**src/rtl/pipelined_shifter_rotator.sv**
```systemverilog
// Pipelined barrel shifter/rotator: one register stage per shift level, left operations run
// through a bit-reversed right-shift core, valid/ready handshake with global stall.
module pipelined_shifter_rotator #(
    parameter int unsigned WIDTH = 8,
    parameter int unsigned TAG_W = 4,
    localparam int unsigned LEVEL = $clog2(WIDTH)
) (
    input  logic             clk,
    input  logic             rst_n,
    input  logic             in_valid,
    output logic             in_ready,
    input  logic [WIDTH-1:0] in_a,
    input  logic [LEVEL-1:0] in_b,
    input  logic [1:0]       in_op,
    input  logic [TAG_W-1:0] in_tag,
    output logic             out_valid,
    input  logic             out_ready,
    output logic [WIDTH-1:0] out_y,
    output logic             out_zero,
    output logic             out_carry,
    output logic [TAG_W-1:0] out_tag
);

    // op[1]: rotate, op[0]: left
    function automatic logic [WIDTH-1:0] bit_rev(input logic [WIDTH-1:0] x);
        logic [WIDTH-1:0] r;
        for (int i = 0; i < WIDTH; i++) begin
            r[i] = x[WIDTH-1-i];
        end
        return r;
    endfunction

    logic [WIDTH-1:0] data_q [LEVEL];
    logic [WIDTH-1:0] data_d [LEVEL];
    logic [TAG_W-1:0] tag_q  [LEVEL];
    logic [TAG_W-1:0] tag_d  [LEVEL];
    logic             valid_q[LEVEL];
    logic             valid_d[LEVEL];
    logic             carry_q[LEVEL];
    logic             carry_d[LEVEL];
    // The last stage holds only the result, so op and remaining shift bits stop one short.
    logic [1:0]       op_q   [LEVEL-1];
    logic [1:0]       op_d   [LEVEL-1];
    logic [LEVEL-1:0] b_q    [LEVEL-1];
    logic [LEVEL-1:0] b_d    [LEVEL-1];
    logic             zero_q;
    logic             zero_d;

    logic [WIDTH-1:0] src_data [LEVEL];
    logic [1:0]       src_op   [LEVEL];
    logic [LEVEL-1:0] src_b    [LEVEL];
    logic [TAG_W-1:0] src_tag  [LEVEL];
    logic             src_valid[LEVEL];
    logic             src_carry[LEVEL];
    logic [WIDTH-1:0] moved    [LEVEL];
    logic [WIDTH-1:0] lost     [LEVEL];
    logic [WIDTH-1:0] result;
    logic             en;

    assign en       = !(valid_q[LEVEL-1] && !out_ready);
    assign in_ready = en;

    always_comb begin
        src_data[0]  = in_op[0] ? bit_rev(in_a) : in_a;
        src_op[0]    = in_op;
        src_b[0]     = in_b;
        src_tag[0]   = in_tag;
        src_valid[0] = in_valid;
        src_carry[0] = 1'b0;
        for (int k = 1; k < LEVEL; k++) begin
            src_data[k]  = data_q[k-1];
            src_op[k]    = op_q[k-1];
            src_b[k]     = b_q[k-1];
            src_tag[k]   = tag_q[k-1];
            src_valid[k] = valid_q[k-1];
            src_carry[k] = carry_q[k-1];
        end

        for (int k = 0; k < LEVEL; k++) begin
            if (src_op[k][1]) begin
                moved[k] = (src_data[k] >> (1 << k)) | (src_data[k] << (WIDTH - (1 << k)));
            end else begin
                moved[k] = src_data[k] >> (1 << k);
            end
            // Bit 0 of lost is the last bit this stage pushes out; the highest active
            // stage therefore leaves a[b-1] (of the possibly reversed operand) as carry.
            lost[k]    = src_data[k] >> ((1 << k) - 1);
            data_d[k]  = src_b[k][0] ? moved[k] : src_data[k];
            tag_d[k]   = src_tag[k];
            valid_d[k] = src_valid[k];
            if (src_op[k][1]) begin
                carry_d[k] = 1'b0;
            end else begin
                carry_d[k] = src_b[k][0] ? lost[k][0] : src_carry[k];
            end
        end

        for (int k = 0; k < LEVEL - 1; k++) begin
            op_d[k] = src_op[k];
            b_d[k]  = src_b[k] >> 1;
        end

        result           = src_op[LEVEL-1][0] ? bit_rev(data_d[LEVEL-1]) : data_d[LEVEL-1];
        data_d[LEVEL-1]  = result;
        zero_d           = (result == '0);
    end

    always_ff @(posedge clk) begin
        if (!rst_n) begin
            for (int k = 0; k < LEVEL; k++) begin
                data_q[k]  <= '0;
                tag_q[k]   <= '0;
                valid_q[k] <= 1'b0;
                carry_q[k] <= 1'b0;
            end
            for (int k = 0; k < LEVEL - 1; k++) begin
                op_q[k] <= '0;
                b_q[k]  <= '0;
            end
            zero_q <= 1'b0;
        end else if (en) begin
            for (int k = 0; k < LEVEL; k++) begin
                data_q[k]  <= data_d[k];
                tag_q[k]   <= tag_d[k];
                valid_q[k] <= valid_d[k];
                carry_q[k] <= carry_d[k];
            end
            for (int k = 0; k < LEVEL - 1; k++) begin
                op_q[k] <= op_d[k];
                b_q[k]  <= b_d[k];
            end
            zero_q <= zero_d;
        end
    end

    assign out_valid = valid_q[LEVEL-1];
    assign out_y     = data_q[LEVEL-1];
    assign out_carry = carry_q[LEVEL-1];
    assign out_tag   = tag_q[LEVEL-1];
    assign out_zero  = zero_q;

endmodule

```
**config.mk**
```make
export PLATFORM = sky130hd
export DESIGN_NAME = pipelined_shifter_rotator
export DESIGN_NICKNAME = d
export VERILOG_FILES = /design/src/rtl/pipelined_shifter_rotator.sv
export SDC_FILE = /design/constraint.sdc
export NUM_CORES = 1
export LEC_CHECK = 0
export CAP_MARGIN = 0
export CORE_UTILIZATION = 55
export CTS_BUF_LIST = sky130_fd_sc_hd__clkbuf_4 sky130_fd_sc_hd__clkbuf_8
export CTS_CLUSTER_DIAMETER = 40
export DETAILED_ROUTE_END_ITERATION = 7
export PLACE_DENSITY = 0.81
export SETUP_SLACK_MARGIN = 0.3
export SKIP_CTS_REPAIR_TIMING = 1
export SLEW_MARGIN = 10
export SYNTH_ARGS = -nofsm -noshare
export SYNTH_HDL_FRONTEND = slang
export SYNTH_SLANG_ARGS = --single-unit
```
**constraint.sdc**
```tcl
create_clock -name clk -period 3.9 [get_ports clk]
set_clock_uncertainty 0.05 [all_clocks]
set_input_delay 0.78 -clock clk [delete_from_list [all_inputs] [get_ports clk]]
set_output_delay 0.78 -clock clk [all_outputs]
set_load 0.01 [all_outputs]
```
# Yosys cells after proc, flatten, opt, wreduce, memory -nomap -nowiden

Memories as Yosys holds them, arrays and structs flattened.
Cells that the tools add are included.

Register bits: 1
Bits in writable memories: 50
Input port bits: 21
Output and inout port bits: 16
Memories: 6

Memories:

| name    | words | bits a word | rd ports | clocked after memory_dff | write ports | RTL line | text |
|---|---|---|---|---|---|---|---|
| data_q  | 3     | 8           | 3        | 0                        | 3           | 33       | `logic [WIDTH-1:0] data_q [LEVEL];` |
| tag_q   | 3     | 4           | 3        | 0                        | 3           | 35       | `logic [TAG_W-1:0] tag_q [LEVEL];` |
| b_q     | 2     | 2           | 2        | 0                        | 2           | 44       | `logic [LEVEL-1:0] b_q [LEVEL-1];` |
| op_q    | 2     | 2           | 2        | 0                        | 2           | 42       | `logic [1:0] op_q [LEVEL-1];` |
| carry_q | 3     | 1           | 3        | 0                        | 3           | 39       | `logic carry_q[LEVEL];` |
| valid_q | 3     | 1           | 3        | 0                        | 3           | 37       | `logic valid_q[LEVEL];` |

Mux-type cells: 34
Bitwise gates (word level): 19
Reduce and logical (&&, ||, !) cells: 4

Operator list:

| cell              | count |
|---|---|
| 2-to-1 mux 8 bit  | 11 |
| 2-to-1 mux 1 bit  | 16 |
| OR 1 bit          | 16 |
| 2-to-1 mux 4 bit  | 3 |
| logical NOT 8 bit | 1 |
| 2-to-1 mux 2 bit  | 4 |
| OR 4 x 8 -> 8 bit | 1 |
| OR 6 x 8 -> 8 bit | 1 |
| OR 7 x 8 -> 8 bit | 1 |
| logical NOT 1 bit | 2 |
| logical AND 1 bit | 1 |

# Logic depth before layout (Yosys ltp)

Depth in word-level cells: 6
Depth in mapped cells: 5

# Least setup slack after synthesis

OpenSTA, ideal clock, no wires.

Kind: input to register
Start point: input rst_n
End point: memory b_q[0][0] (netlist bit) (enable)
Arrival: 2.353 ns
Data required time: 3.138 ns
Path slack: 0.786 ns
Cell stages on the path: 3
Buffers on the path: 2
Cell sequence: clkbuf_1 -> clkbuf_1 -> nand3b_1

RTL lines:

| item        | RTL line | text |
|---|---|---|
| from (decl) | 9        | `input logic rst_n,` |
| to (decl)   | 44       |  |

# Worst setup path in the final report

Start point: input out_ready
End point: output in_ready

Longest elaborated chain between the ends: 3

Ends and longest elaborated chain:

| item              | RTL line | text |
|---|---|---|
| from (decl)       | 17       | `input logic out_ready,` |
| logical NOT 1 bit | 60       | `assign en = !(valid_q[LEVEL-1] && !out_ready);` |
| logical AND 1 bit | 60       |  |
| logical NOT 1 bit | 60       |  |
| to (decl)         | 11       | `output logic in_ready,` |

No other way between the ends.

==> flow_summary.ini <==
[flow_run]
cap_viol_max_count = 0

[hold_path]
hp-class = reg2reg
hp-start = out_zero
holdPathStages = 2
holdPathEnd = out_zero

[timing]
fin_ws_ns = 1.15
finalHoldViolCount = 0
period_share_pct = 70.6
setup_viol = 0
fin_setup_tns_ns = 0
min_period_ns = 2.75
slew_headroom_pct = 56.3
rsz0062_at_grt = false
drv_slew = 0
holdWs_ns = 0.433
fmax_ghz = 0.363
tightest_slew_ns = 0.654

[finish]
final_area_mm2 = 0.00282
nNetsFinal = 221
drive_gt1_share_pct = 6.97
area_growth_pct = 18.2
diodes = 0

[power]
peakVddDrop_mv = 0.210
power_density_mw_per_mm2 = 411
static-leakage-power_nw = 1.11
fin_total_pwr_mw = 1.16

[worst_setup_path]
r2r-start = valid_q[0][2]
cp-start-kind = primary input
worstRegToRegCells = 4
cp_data_arrival_time_ns = 1.92
cp-end-kind = output port
cp.required_ns = 3.07
crit_fanout = 2
r2r_end = carry_q[0][0]
critPathKind = in2out
ff2ff_setup_slack_ns = 2.20

[global_routing]
grt_max_degree = 39
first_global_vias = 1319
met2_usage_pct = 32.2
use_met1_pct = 19.3
groute.usage.overall_pct = 18.3
grt_antenna_before_repair = 0
use_met3_pct = 5.17
grt_busiest_layer = met2
overflow = 0
grt_first_pass_wirelength_um = 5910

[routing]
dr.pass1.iters = 4
detail_route.wirelength_um = 3840
drcViolationCount = 0
vias = 1514
ant_nets = 0
wl_per_cell_um = 15.3
drt_iter0_markers = 72
avgViaCountPerCell = 6.03

[cts]
cts_buffers = 5
cts.sinks = 50
htreeDepth = 2
cts_tree = built
cts_buffer_depth = 2
clk_pin_slew_ns = 0.09
cts_root_buf = clkbuf_8
clk_latency_ns = 0.30

[logic_synthesis]
synth_edf_count = 49
syn-cell-area_mm2 = 0.00238
yosysSeqAreaShare_pct = 62.6
synth_cell_types = 29
ys_async_sr_fraction_pct = 0
ys.flop_type = edfxtp_1
avgSynthCellArea_um2 = 13.5
yosys.area.top_type = edfxtp_1
syn_inst = 177
yosysWarningCount = 0
ys_seq_elements = 50
synth_top_area_share_pct = 61.7
synth.net_count = 198
yosys-top-cells-area = edfxtp_1 (62%), and3_1 (6.3%), mux2i_1 (6.3%), a211oi_1 (5.7%), buf_4 (3.5%)

[placement]
detailedPlace.worstSlack_ns = 1.14
portBuffers = 36
post-dp-hpwl_um = 2680
gp_congestion = 0.853
place_area_mm2 = 0.00271

[floorplanning]
die_w_um = 67.8
core_mm2 = 0.00409
die-area_mm2 = 0.00460
die-height_um = 67.8
rows = 23
ios = 37
start_util_pct = 58.3

[run_status]
status = completed
## metal layers
| metal | vias to the layer above | part of all wire [%] | wire [um] |
|---|---|---|---|
| met3 | 6 | 4.3 | 164 |
| met2 | 48 | 53 | 2040 |
| met5 | - | 0 | 0 |
| li1 | 731 | - | - |
| met1 | 729 | 41 | 1560 |
| met4 | 0 | 2.0 | 77 |
## worst max-delay path: stages
cell             delay, ns
clkdlybuf4s50_1       0.46
nand2b_1              0.13
clkdlybuf4s50_1       0.56
## metrics by stage
stage,std cells,utilization (%)
global placement,243,66.2
floorplan,177,-
CTS,251,69.0
global route,251,69.0
finish,251,69.0
detailed placement,243,66.2
## cells in the mapped netlist, types with 2 or more instances
cell type  instances
a21oi_1            4
a311oi_1           6
clkbuf_2           2
edfxtp_1          49
nand3_1            2
buf_4             11
inv_1              3
nor2b_1            7
mux2i_1           15
a211oi_1          18
clkbuf_1           5
nor2_1             8
nor3_1             2
nand2b_1           3
buf_2              5
and3_1            24
## flip-flops by register name, summed over array words and instances, names as in the netlist
name	flops
data_q	24
out_zero	1
valid_q	3
b_q	3
tag_q	12
carry_q	3
op_q	4
## worst max path at each step
stage          slack, ns       from        end
5_1_grt             1.08  out_ready   in_ready
3_5_place_dp        1.14  out_ready   in_ready
2_1_floorplan       0.79      rst_n  b_q[0][0]
3_3_place_gp        1.18  out_ready   in_ready
6_report            1.15  out_ready   in_ready
4_1_cts             1.14  out_ready   in_ready
## cell usage in the layout (no fill, tap or decap), types with 4 or more instances in the layout
cell type        instances
a211oi_1                18
clkbuf_8                 5
nor2_1                   8
a21oi_1                  4
and3_1                  24
mux2i_1                 15
edfxtp_1                49
clkdlybuf4s50_1         36
nor2b_1                  7
a311oi_1                 6
## where the power goes
group          internal, mW  switching [mW]  leakage [nW]  total (mW)
logic                0.0780          0.0583         0.466       0.136
registers             0.633          0.0281         0.587       0.661
clock network         0.192           0.168        0.0585       0.360
total                 0.903           0.254          1.11        1.16
## cells by family after synthesis
group / Yosys count / share of synthesized area, %
buffers and inverters: 26 / 6.19
AOI/OAI and AO/OA: 30 / 9.34
muxes: 18 / 8.82
xor gates and xnor gates: 1 / 0.368
and+or+nand+nor: 52 / 12.7
DFF: 50 / 62.6
## cell type report
class,instances,area (um^2)
clock buffers,5,68.8
clock inverters,3,43.8
fillers,305,1270
inverters,3,11.3
multi-input cells,101,744
flip-flops and latches,50,1490
well taps,50,62.6
repair buffers,39,395
No activity file was read; power rests on OpenSTA's default activity.
